<file path="src/rtl/jump_controller_pkg.sv">
// Shared types and helpers for the jump controller: FSM states, side
// encodings, counter widths and the Galois LFSR step function.
package jump_controller_pkg;

  typedef enum logic [1:0] {
    S_WAIT_KEY = 2'd0,
    S_JUMP     = 2'd1,
    S_FALL     = 2'd2,
    S_OVER     = 2'd3
  } jc_state_t;

  localparam logic SIDE_LEFT  = 1'b0;
  localparam logic SIDE_RIGHT = 1'b1;

  localparam int SCORE_W = 14;
  localparam int PRESC_W = 17;
  localparam int MS_W    = 11;

  // Right-shifting Galois form of x^16+x^14+x^13+x^11
  localparam logic [15:0] LFSR_TAPS = 16'hB400;

  function automatic logic [15:0] lfsr_step(input logic [15:0] q);
    logic [15:0] shifted;
    shifted = {1'b0, q[15:1]};
    if (q[0]) begin
      lfsr_step = shifted ^ LFSR_TAPS;
    end else begin
      lfsr_step = shifted;
    end
  endfunction

endpackage

</file>
<file path="src/rtl/jump_controller_lfsr16.sv">
// 16-bit Galois LFSR that advances one step per cycle when step is high;
// a nonzero seed keeps it off the all-zero lockup state.
module jc_lfsr16
  import jump_controller_pkg::*;
(
  input  logic        clk,
  input  logic        rst,
  input  logic        step,
  input  logic [15:0] seed,
  output logic [15:0] q
);

  // LFSR state register with synchronous reload of the seed
  always_ff @(posedge clk) begin
    if (rst) begin
      q <= seed;
    end else if (step) begin
      q <= lfsr_step(q);
    end else begin
      q <= q;
    end
  end

endmodule

</file>
<file path="src/rtl/jump_controller.sv">
// Game-logic initiator: turns key pulses into registered jump/fail commands,
// tracks score, the upcoming platform sides and the per-move timeout.
module jump_controller
  import jump_controller_pkg::*;
#(
  parameter int          VISIBLE    = 4,
  parameter logic [15:0] LFSR_SEED  = 16'hACE1,
  parameter int          TICK_DIV   = 40_000,
  parameter int          TIMEOUT_MS = 2000,
  parameter int          SCORE_MAX  = 9999
) (
  input  logic               clk,
  input  logic               rst,
  input  logic               module_en,
  input  logic               key_left,
  input  logic               key_right,
  input  logic               landed,
  output logic               jump_left,
  output logic               jump_right,
  output logic               jump_fail,
  output logic               scroll,
  output logic [VISIBLE-1:0] block_sides,
  output logic [SCORE_W-1:0] score,
  output logic               game_over
);

  jc_state_t          state_r, state_nxt_s;
  logic [PRESC_W-1:0] presc_r, presc_nxt_s;
  logic [MS_W-1:0]    ms_r, ms_nxt_s;
  logic [SCORE_W-1:0] score_nxt_s;
  logic [VISIBLE-1:0] sides_nxt_s;
  logic [15:0]        lfsr_q_s, lfsr_next_s;
  logic               reset_s, lfsr_step_s, tick_end_s, timeout_s;
  logic               jl_nxt_s, jr_nxt_s, jf_nxt_s, scroll_nxt_s, over_nxt_s;

  assign reset_s     = rst | ~module_en;
  assign lfsr_next_s = lfsr_step(lfsr_q_s);
  assign tick_end_s  = (presc_r == PRESC_W'(TICK_DIV - 1));
  // Timeout fires in the cycle the ms counter would reach TIMEOUT_MS
  assign timeout_s   = tick_end_s && (ms_r == MS_W'(TIMEOUT_MS - 1));

  jc_lfsr16 u_lfsr (
    .clk  (clk),
    .rst  (reset_s),
    .step (lfsr_step_s),
    .seed (LFSR_SEED),
    .q    (lfsr_q_s)
  );

  // Next-state, timer, score and command decode
  always_comb begin
    state_nxt_s  = state_r;
    presc_nxt_s  = presc_r;
    ms_nxt_s     = ms_r;
    score_nxt_s  = score;
    sides_nxt_s  = block_sides;
    over_nxt_s   = game_over;
    lfsr_step_s  = 1'b0;
    jl_nxt_s     = 1'b0;
    jr_nxt_s     = 1'b0;
    jf_nxt_s     = 1'b0;
    scroll_nxt_s = 1'b0;
    case (state_r)
      S_WAIT_KEY: begin
        if (tick_end_s) begin
          presc_nxt_s = '0;
          ms_nxt_s    = ms_r + MS_W'(1);
        end else begin
          presc_nxt_s = presc_r + PRESC_W'(1);
        end
        if (timeout_s || (key_left && key_right)) begin
          jf_nxt_s    = 1'b1;
          state_nxt_s = S_FALL;
        end else if (key_left || key_right) begin
          if ((key_right ? SIDE_RIGHT : SIDE_LEFT) == block_sides[0]) begin
            jl_nxt_s    = key_left;
            jr_nxt_s    = key_right;
            state_nxt_s = S_JUMP;
          end else begin
            jf_nxt_s    = 1'b1;
            state_nxt_s = S_FALL;
          end
        end else begin
          state_nxt_s = S_WAIT_KEY;
        end
      end
      S_JUMP: begin
        if (landed) begin
          if (score < SCORE_W'(SCORE_MAX)) begin
            score_nxt_s = score + SCORE_W'(1);
          end else begin
            score_nxt_s = SCORE_W'(SCORE_MAX);
          end
          lfsr_step_s  = 1'b1;
          sides_nxt_s  = {lfsr_next_s[0], block_sides[VISIBLE-1:1]};
          scroll_nxt_s = 1'b1;
          presc_nxt_s  = '0;
          ms_nxt_s     = '0;
          state_nxt_s  = S_WAIT_KEY;
        end else begin
          state_nxt_s = S_JUMP;
        end
      end
      S_FALL: begin
        if (landed) begin
          over_nxt_s  = 1'b1;
          state_nxt_s = S_OVER;
        end else begin
          state_nxt_s = S_FALL;
        end
      end
      S_OVER: begin
        state_nxt_s = S_OVER;
      end
      default: begin
        state_nxt_s = S_WAIT_KEY;
      end
    endcase
  end

  // State and registered outputs; module_en low acts exactly like rst
  always_ff @(posedge clk) begin
    if (reset_s) begin
      state_r     <= S_WAIT_KEY;
      presc_r     <= '0;
      ms_r        <= '0;
      score       <= '0;
      block_sides <= LFSR_SEED[VISIBLE-1:0];
      game_over   <= 1'b0;
      jump_left   <= 1'b0;
      jump_right  <= 1'b0;
      jump_fail   <= 1'b0;
      scroll      <= 1'b0;
    end else begin
      state_r     <= state_nxt_s;
      presc_r     <= presc_nxt_s;
      ms_r        <= ms_nxt_s;
      score       <= score_nxt_s;
      block_sides <= sides_nxt_s;
      game_over   <= over_nxt_s;
      jump_left   <= jl_nxt_s;
      jump_right  <= jr_nxt_s;
      jump_fail   <= jf_nxt_s;
      scroll      <= scroll_nxt_s;
    end
  end

endmodule

</file>
<file path="config.mk">
export PLATFORM = sky130hd
export DESIGN_NAME = jump_controller
export DESIGN_NICKNAME = d
export VERILOG_FILES = /design/src/rtl/jump_controller_pkg.sv /design/src/rtl/jump_controller_lfsr16.sv /design/src/rtl/jump_controller.sv
export SDC_FILE = /design/constraint.sdc
export NUM_CORES = 1
export LEC_CHECK = 0
export ABC_AREA = 1
export BUFFER_PORTS_ARGS = -buffer_cell sky130_fd_sc_hd__buf_4
export CAP_MARGIN = 0
export CORE_UTILIZATION = 45
export CTS_BUF_LIST = sky130_fd_sc_hd__clkbuf_2
export CTS_CLUSTER_SIZE = 30
export DETAILED_ROUTE_END_ITERATION = 8
export PLACE_DENSITY = 0.67
export RECOVER_POWER = 100
export SLEW_MARGIN = 5
export SYNTH_ARGS = -nofsm -noshare
export SYNTH_HDL_FRONTEND = slang
export SYNTH_SLANG_ARGS = --single-unit
</file>
<file path="constraint.sdc">
create_clock -name clk -period 1.7 [get_ports clk]
set_clock_uncertainty 0.1 [all_clocks]
set_input_delay 0.085 -clock clk [delete_from_list [all_inputs] [get_ports clk]]
set_output_delay 0.085 -clock clk [all_outputs]
set_load 0.02 [all_outputs]
</file>
==> results of run 1 <==
## metal layers
layer	vias up	wire [µm]
met4	0	121
met3	11	259
met5	-	0
li1	1727	-
met1	1455	3920
met2	62	3620
## worst max path at each step
stage,start,endpoint,slack [ns],cells past startpoint
after floorplan,score[0],score[4],0.1,8
after global placement,presc_r[11],presc_r[0],0.04,8
after detailed placement,presc_r[0],presc_r[16],0.02,9
after CTS,presc_r[0],presc_r[6],-0.01,8
after global routing,presc_r[0],presc_r[7],-0.03,8
final,presc_r[0],presc_r[6],0.08,8
## power breakdown
group	internal [mW]	total [mW]	switching, mW
combinational	0.0849	0.237	0.152
clock	0.250	0.981	0.731
sequential	1.64	1.65	0.0134
total	1.97	2.87	0.896
## cell families after synthesis
family / count (synthesis) / share of synthesized area (%)
XOR/XNOR: 9 / 2.27
adder cells (fa/ha/maj): 3 / 1.08
AND/OR/NAND/NOR: 257 / 34.9
flip-flops: 69 / 39.8
buffers and inverters: 82 / 9.83
AO/OA/AOI/OAI: 76 / 12.2
## metrics by stage
step	cells	power [mW]	TNS (ns)	area, µm²	util, %
detailed placement	632	1.90	0	3890	52.9
CTS	654	2.88	-0.0193	4080	55.3
global route	658	2.97	-0.0990	4170	56.6
floorplan	496	1.82	0	3470	-
finish	658	2.87	0	4170	56.6
global placement	632	1.89	0	3890	52.9
## critical path, stage by stage, from the launching register on
cell and delay [ns]:
dfxtp_4 0.43, ha_4 0.14, nand3_1 0.09, nor2_2 0.16, nand3_2 0.13, nand2_4 0.14, clkinvlp_4 0.16, o21ai_1 0.11
a21oi_1 0.07
## synth_stat cells (all sizes together) (4+ instances only)
cell type and number:
a21oi 39, a22oi 4, buf 10, dfxtp 69
inv 69, nand2 119, nand3 48, nand4 10
nor2 60, nor3 13, o21ai 15, o22ai 9
or2 6, xnor2 6
## flip-flops by register name, indices dropped and copies added (netlist names), named ones only
register and cells:
state_r 1, game_over 1, ms_r 11, jump_right 1, block_sides 4, score 14
presc_r 17, jump_left 1, jump_fail 1, u_lfsr.q 16, scroll 1
## cell type report
cell class                      count  area share (%)
Sequential cell                    69            33.5
Timing Repair inverter              1           0.180
Clock buffer                        9            1.08
Inverter                           69            6.42
Multi-Input combinational cell    345            43.7
Timing Repair Buffer               59            10.4
Clock inverter                      7            1.77
Tap cell                           99            2.97
## timing repair
item / 4_1_cts / 5_1_grt
hold buffers: 6 / 0
pin swaps: 0 / 5
setup endpoints to repair: 7 / 42
resized for setup: 2 / 31
gates cloned: 0 / 1
setup buffers: 0 / 3
endpoints found under the hold margin: 40 / 0
==> flow_metrics.py, run 1 <==
metrics = {
    "global_route": {
        "met1_usage_pct": 27.0,
        "grt_max_degree": 17,
        "antenna_found_initial": 0,
        "grt-ovfl-total": 0,
        "grt_pass1_wl_mm": 13.4,
        "busiest_layer": "met2",
        "grtUsageTotal_pct": 19.9,
        "grt_use_met3_pct": 2.79,
        "first_global_vias": 3003,
        "grtUsageMet2_pct": 31.6,
    },
    "critical_path": {
        "endpoint_kind": "register",
        "r2r-start": "presc_r[0]",
        "rr_worst_depth": 8,
        "path_class": "register to register",
        "cp.arrival_ns": 1.94,
        "crit_required_ns": 2.01,
        "r2r_slack_ns": 0.08,
        "critPathLaunchType": "register",
        "r2r_end": "presc_r[6]",
        "critPathMaxFanout": 7,
    },
    "sta": {
        "tightestPinTransition_ns": 0.335,
        "drv_slew": 0,
        "timing.final.ws_setup_ns": 0.0757,
        "timing_hold_violations_final": 0,
        "fin_crit_ns": 1.62,
        "fmax_mhz": 616,
        "setup_viol": 0,
        "relSlewSlack_pct": 77.6,
        "timing.hold.ws_ns": 0.274,
        "period_share_pct": 95.5,
    },
    "clock_network": {
        "clkLatencyLatePin_ns": 0.52,
        "cts_root_buf": "clkbuf_2",
        "cts_buffers": 9,
        "cts_buffer_depth": 2,
        "clkTransAtPathRegs_ns": 0.25,
        "clock_sinks": 69,
        "htree_num_levels": 3,
        "cts_tree": "built",
    },
    "routing": {
        "first_pass_iters": 5,
        "ant_nets": 0,
        "drt-vias-per-instance": 4.95,
        "drt_iter0_drc": 152,
        "wl_per_cell_um": 12.0,
        "drc_errors": 0,
        "via_count": 3255,
        "routed_wl_mm": 7.92,
    },
    "floorplanning": {
        "die_w_um": 89.9,
        "initial_utilization_pct": 47.1,
        "pin_count": 29,
        "rows": 31,
        "coreArea_um2": 7370,
        "die-area_um2": 8070,
        "die_h_um": 89.9,
    },
    "placed_design": {
        "pre_cts_ws_ns": 0.0167,
        "globalplace.congestion": 0.873,
        "hpwl_mm": 5.58,
        "io_buffer_count": 28,
    },
    "pwr": {
        "ir_worst_vdd_mv": 0.404,
        "p_leak_nw": 1.70,
        "power-per-cell-area_nw_per_um2": 688,
    },
    "synth": {
        "ys_seq_elements": 69,
        "post_synth.cell_area_avg_um2": 7.00,
        "synth-edff-count": 0,
        "synth.largest_area_cell": "dfxtp_1",
        "synth.cell_area_um2": 3470,
        "synth_nets": 505,
        "synth_top_area_share_pct": 39.8,
        "synthFlopType": "dfxtp_1",
        "async_flop_share_pct": 0,
        "synthCells": 496,
        "synth.area.top_cells": "dfxtp_1, nand2_1, inv_1, nand3_1, nor2_1",
        "yosysUniqueCellTypes": 39,
        "yosys_warnings": 0,
        "yosysSeqAreaShare_pct": 39.8,
    },
    "finish": {
        "layout_commonest_cell": "nand2_1",
        "register_area_um2": 1400,
        "fillCellCount": 739,
        "n_antenna_cell": 0,
        "nets": 563,
        "final_cell_mix": "nand2_1, inv_1, dfxtp_1",
        "multiInputGateArea_um2": 1820,
        "area_growth_pct": 20.0,
        "drive_gt1_share_pct": 19.9,
    },
    "hold_path": {
        "hold_class": "primary input to register",
        "hold_path_end": "jump_right",
        "worstHoldPathCells": 4,
        "holdCritStartpoint": "key_right",
    },
    "run_status": {
        "run_status": "completed",
    },
    "job": {
        "maxCapViolCount": 0,
    },
}
Power figures use the tool's default switching activity.
==> run 2: changes to the inputs <==
Settings changed: CORE_MARGIN from default to 5, CTS_CLUSTER_SIZE 30 to 25.
==> run 2 against run 1 <==
Against the previous run:
- critical path depth unchanged
- register-to-register slack hardly changed
- sequential cell count unchanged
- non-clock buffer count is 2 higher
- cell count is 0.61% higher
- cell area is 0.57% higher
- global-route usage down 3.4 points
- clock power down 0.8%
- fmax about the same
- total power decreased by 0.14%
- utilization fell by 1.5 points
- hold slack worse by 0.029 ns
- critical path type unchanged
- largest power group unchanged
==> flow_metrics.py, run 2 (same netlist as run 1, synthesis figures left out) <==
metrics = {
    "run_status": {
        "run_status": "completed",
    },
    "job": {
        "maxCapViolCount": 0,
    },
    "critical_path": {
        "startpoint": "presc_r[0]",
        "endpoint_kind": "register",
        "critPathLaunchType": "register",
        "r2r_slack_ns": 0.08,
        "r2r_end": "presc_r[0]",
        "critPathMaxFanout": 12,
        "cp.arrival_ns": 1.98,
        "rr_worst_depth": 8,
        "crit_required_ns": 2.06,
        "critPathCapture": "presc_r[0]",
        "path_class": "register to register",
        "cp_slowest_stage_delay_ns": 0.43,
        "crit_chain": "ha_4 -> nand3_1 -> nor2_2 -> nand3_2 -> nand2_2 -> clkinvlp_4 -> buf_12 -> o21a_1",
        "r2r-start": "presc_r[0]",
        "cpMaxStageDelayCell": "dfxtp_4",
    },
    "routing": {
        "drt-vias-per-instance": 4.94,
        "routed_wl_mm": 7.74,
        "ant_nets": 0,
        "wl_per_cell_um": 11.7,
        "drc_errors": 0,
        "drt_iter0_drc": 163,
        "via_count": 3269,
        "first_pass_iters": 5,
    },
    "pwr": {
        "post-layout-total-power_mw": 2.86,
        "p_leak_nw": 1.70,
        "ir_worst_vdd_mv": 0.444,
        "power-per-cell-area_nw_per_um2": 683,
    },
    "floorplanning": {
        "rows": 32,
        "initial_utilization_pct": 45.7,
        "die_w_um": 97.9,
        "coreArea_um2": 7610,
        "pin_count": 29,
        "die-area_um2": 9580,
        "die_h_um": 97.9,
    },
    "sta": {
        "drv_slew": 0,
        "grt_setup_unrepaired": "true",
        "tightestPinTransition_ns": 0.376,
        "fin_crit_ns": 1.62,
        "tns_ns": 0,
        "relSlewSlack_pct": 74.9,
        "setup_viol": 0,
        "period_share_pct": 95.5,
        "fmax_mhz": 616,
        "timing.hold.ws_ns": 0.245,
        "timing_hold_violations_final": 0,
    },
    "global_route": {
        "grt_max_degree": 17,
        "antenna_found_initial": 0,
        "grt_pass1_wl_mm": 13.4,
        "grt-ovfl-total": 0,
        "first_global_vias": 3091,
        "grtUsageTotal_pct": 16.5,
    },
    "placed_design": {
        "hpwl_mm": 5.49,
        "globalplace.congestion": 0.851,
        "dp.cells": 635,
        "io_buffer_count": 28,
    },
    "finish": {
        "final_cell_mix": "nand2_1, inv_1, dfxtp_1",
        "final_util_pct": 55.1,
        "largest_register": "presc_r",
        "final_cells": 662,
        "reg.largest.list": "presc_r x17, u_lfsr.q x16, score x14",
        "n_antenna_cell": 0,
        "nets": 564,
        "layout_commonest_cell": "nand2_1",
        "drive_gt1_share_pct": 20.4,
        "largest_register_ffs": 17,
        "area_growth_pct": 20.7,
    },
    "clock_network": {
        "clkTransAtPathRegs_ns": 0.23,
        "cts_buffer_depth": 2,
        "cts_root_buf": "clkbuf_2",
        "htree_num_levels": 3,
        "cts_buffers": 9,
        "cts_tree": "built",
        "clkLatencyLatePin_ns": 0.53,
        "clock_sinks": 69,
    },
    "hold_path": {
        "worstHoldPathCells": 4,
        "hold_class": "primary input to register",
    },
}
run 2: cell count changes in the layout (fill, tap and decap cells not counted), moves of 2 or more:
cell	delta
nand2_1	-3
nor2_2	-2
nand2_2	+4
inv_6	-3
clkinv_4	+2
dfxtp_4	+2
nor2_1	+2
dfxtp_1	-3
run 2: critical path: cells and delay by family, from the launching register on:
family,cells,cell delay (ns)
AND/OR/NAND/NOR,4,0.47
adder cells (fa/ha/maj),1,0.14
buffers and inverters,2,0.26
AO/OA/AOI/OAI,1,0.15
flip-flops,1,0.43
run 2: worst min path at each step:
stage,slack (ns),start,end
floorplan,0.12,key_right,jump_right
global placement,0.24,key_left,jump_left
detailed placement,0.25,key_left,jump_left
CTS,0.20,key_left,jump_left
global route,0.23,key_right,jump_right
finish,0.25,key_left,jump_left
run 2: what timing repair did:
action                     CTS  global route
hold buffers                 7             0
hold endpoints to repair    48             0
setup endpoints to repair    7            38
buffers inserted             0             4
pin swaps                    0             7
cloned                       0             0
resized for setup            1            33
run 2: report_power, final:
part,total [mW],switching (mW),internal (mW)
combinational,0.244,0.151,0.0931
clock,0.973,0.724,0.249
sequential,1.65,0.0131,1.63
total,2.86,0.888,1.98
run 2: area by class of cell:
cell class	count	area [µm²]
repair buffers	61	458
fillers	772	3420
flip-flops and latches	69	1400
inverters	69	268
clock buffers	9	45.0
clock inverters	7	76.3
multi-input cells	345	1810
well taps	102	128
run 2: routing by layer:
metal | vias to the layer above | GRT usage (%) | part of all wire (%)
met5 | - | 0 | 0
met4 | 0 | 8.63 | 2.6
met3 | 16 | 2.86 | 3.6
met2 | 64 | 27.0 | 46
met1 | 1461 | 20.9 | 48
li1 | 1728 | - | -
run 2: stage by stage:
| stage | instance area, µm² | worst slack (ns) |
|---|---|---|
| detailed placement | 3900 | 0.00811 |
| finish | 4190 | 0.0759 |
| floorplan | 3470 | 0.0954 |
| global route | 4190 | -0.0163 |
| global placement | 3900 | 0.0382 |
| CTS | 4090 | -0.00506 |
==> run 3: changes to the inputs <==
Settings changed: CORE_MARGIN 5 to default, PLACE_DENSITY 0.67 to 0.7, SLEW_MARGIN 5 to default.
==> run 3 against run 2 <==
Against the previous run:
- sequential share of layout area rose by 0.34 points
- register-to-register slack got worse by 0.02 ns
- non-clock buffer count rose by 3
- cell area fell by 1.9%
- largest cell class unchanged
- largest power group unchanged
==> flow_metrics.py, run 3 (same netlist as run 1, synthesis figures left out) <==
metrics = {
    "critical_path": {
        "crit_required_ns": 2.01,
        "path_class": "register to register",
        "rr_worst_depth": 6,
        "endpoint_kind": "register",
        "critPathMaxFanout": 7,
        "critPathLaunchType": "register",
        "cp.arrival_ns": 1.95,
    },
    "floorplanning": {
        "rows": 31,
        "pin_count": 29,
        "die_w_um": 89.9,
        "coreArea_um2": 7370,
        "die-area_um2": 8070,
        "initial_utilization_pct": 47.1,
        "die_h_um": 89.9,
    },
    "clock_network": {
        "clock_sinks": 69,
        "cts_buffer_depth": 2,
        "clkLatencyLatePin_ns": 0.52,
        "htree_num_levels": 3,
        "clkTransAtPathRegs_ns": 0.24,
        "cts_root_buf": "clkbuf_2",
        "cts_buffers": 9,
        "cts_tree": "built",
    },
    "placed_design": {
        "io_buffer_count": 28,
        "globalplace.congestion": 0.858,
        "hpwl_mm": 5.79,
        "placed_area_um2": 3950,
    },
    "hold_path": {
        "worstHoldPathCells": 4,
        "hold_class": "primary input to register",
    },
    "finish": {
        "largest_register": "presc_r",
        "fillCellCount": 714,
        "n_antenna_cell": 0,
        "drive_gt1_share_pct": 16.3,
        "final_cell_mix": "nand2_1, inv_1, dfxtp_1",
        "layout_commonest_cell": "nand2_1",
        "postLayoutCellArea_um2": 4110,
        "area_growth_pct": 18.4,
        "reg.largest.list": "presc_r x17, u_lfsr.q x16, score x14",
        "largest_register_ffs": 17,
        "nets": 568,
    },
    "sta": {
        "tns_ns": 0,
        "relSlewSlack_pct": 71.4,
        "fmax_mhz": 609,
        "fin_crit_ns": 1.64,
        "setup_viol": 0,
        "timing_hold_violations_final": 0,
        "period_share_pct": 96.7,
        "timing.hold.ws_ns": 0.282,
        "tightestPinTransition_ns": 0.425,
        "drv_slew": 0,
    },
    "global_route": {
        "first_global_vias": 3018,
        "grt_pass1_wl_mm": 13.4,
        "antenna_found_initial": 0,
        "grtUsageTotal_pct": 20.1,
        "grt-ovfl-total": 0,
        "grt_max_degree": 17,
    },
    "routing": {
        "ant_nets": 0,
        "drt-vias-per-instance": 5.08,
        "drt_iter0_drc": 209,
        "first_pass_iters": 7,
        "wl_per_cell_um": 12.2,
        "via_count": 3371,
        "drc_errors": 0,
        "routed_wl_mm": 8.12,
    },
    "pwr": {
        "ir_worst_vdd_mv": 0.534,
        "post-layout-total-power_mw": 2.83,
        "power-per-cell-area_nw_per_um2": 689,
        "p_leak_nw": 1.65,
    },
    "job": {
        "maxCapViolCount": 0,
    },
    "run_status": {
        "run_status": "completed",
    },
}
==> run 3: through the flow <==
step | worst slack, ns | cells | utilization (%)
finish | 0.0569 | 663 | 55.8
global route | -0.0319 | 663 | 55.8
CTS | -0.0204 | 661 | 55.9
detailed placement | 0.0294 | 639 | 53.6
global placement | 0.0736 | 639 | 53.6
floorplan | 0.0954 | 496 | -
==> run 3: critical path, stage by stage, from the launching register on <==
cell and delay, ns:
dfxtp_1 0.41, nor3_1 0.40, nand3_4 0.14, nand2_4 0.13
clkinvlp_4 0.18, nand3_1 0.11, a21oi_1 0.06
==> run 3: worst paths after layout <==
path                from  slack (ns)         end
max          presc_r[13]        0.06  presc_r[9]
min             key_left        0.28   jump_left
max reg2reg  presc_r[13]        0.06  presc_r[9]
min reg2reg    game_over        0.36   game_over
==> run 3: power by group <==
| part | internal (mW) | total [mW] | leakage [nW] | switching [mW] |
|---|---|---|---|---|
| Clock | 0.233 | 0.937 | 0.0673 | 0.704 |
| Combinational | 0.0871 | 0.248 | 1.02 | 0.161 |
| Sequential | 1.64 | 1.65 | 0.561 | 0.0125 |
| Total | 1.96 | 2.83 | 1.65 | 0.878 |
==> run 3: per-layer routing <==
layer	part of all wire [%]	track usage, %	vias up	routed length (µm)
li1	-	-	1730	-
met1	48	26.2	1536	3860
met2	46	33.3	97	3760
met3	5.2	3.21	8	418
met4	0.90	8.20	0	73
met5	0	0	-	0
==> run 3: area by class of cell <==
cell class              instances  area, µm²  area share, %
clock buffers                   9       45.0           1.10
clock inverters                 7       65.1           1.58
inverters                      69        268           6.51
multi-input cells             345       1810           43.9
flip-flops and latches         69       1390           33.8
well taps                      99        124           3.01
repair buffers                 64        407           9.89
repair inverters                1       7.51          0.183
==> run 3: timing repair <==
action,in CTS,in global routing
resized for setup,0,24
setup buffers,0,1
setup endpoints to repair,4,31
gates cloned,0,1
pin swaps,0,4
hold buffers,6,0
hold endpoints to repair,31,0
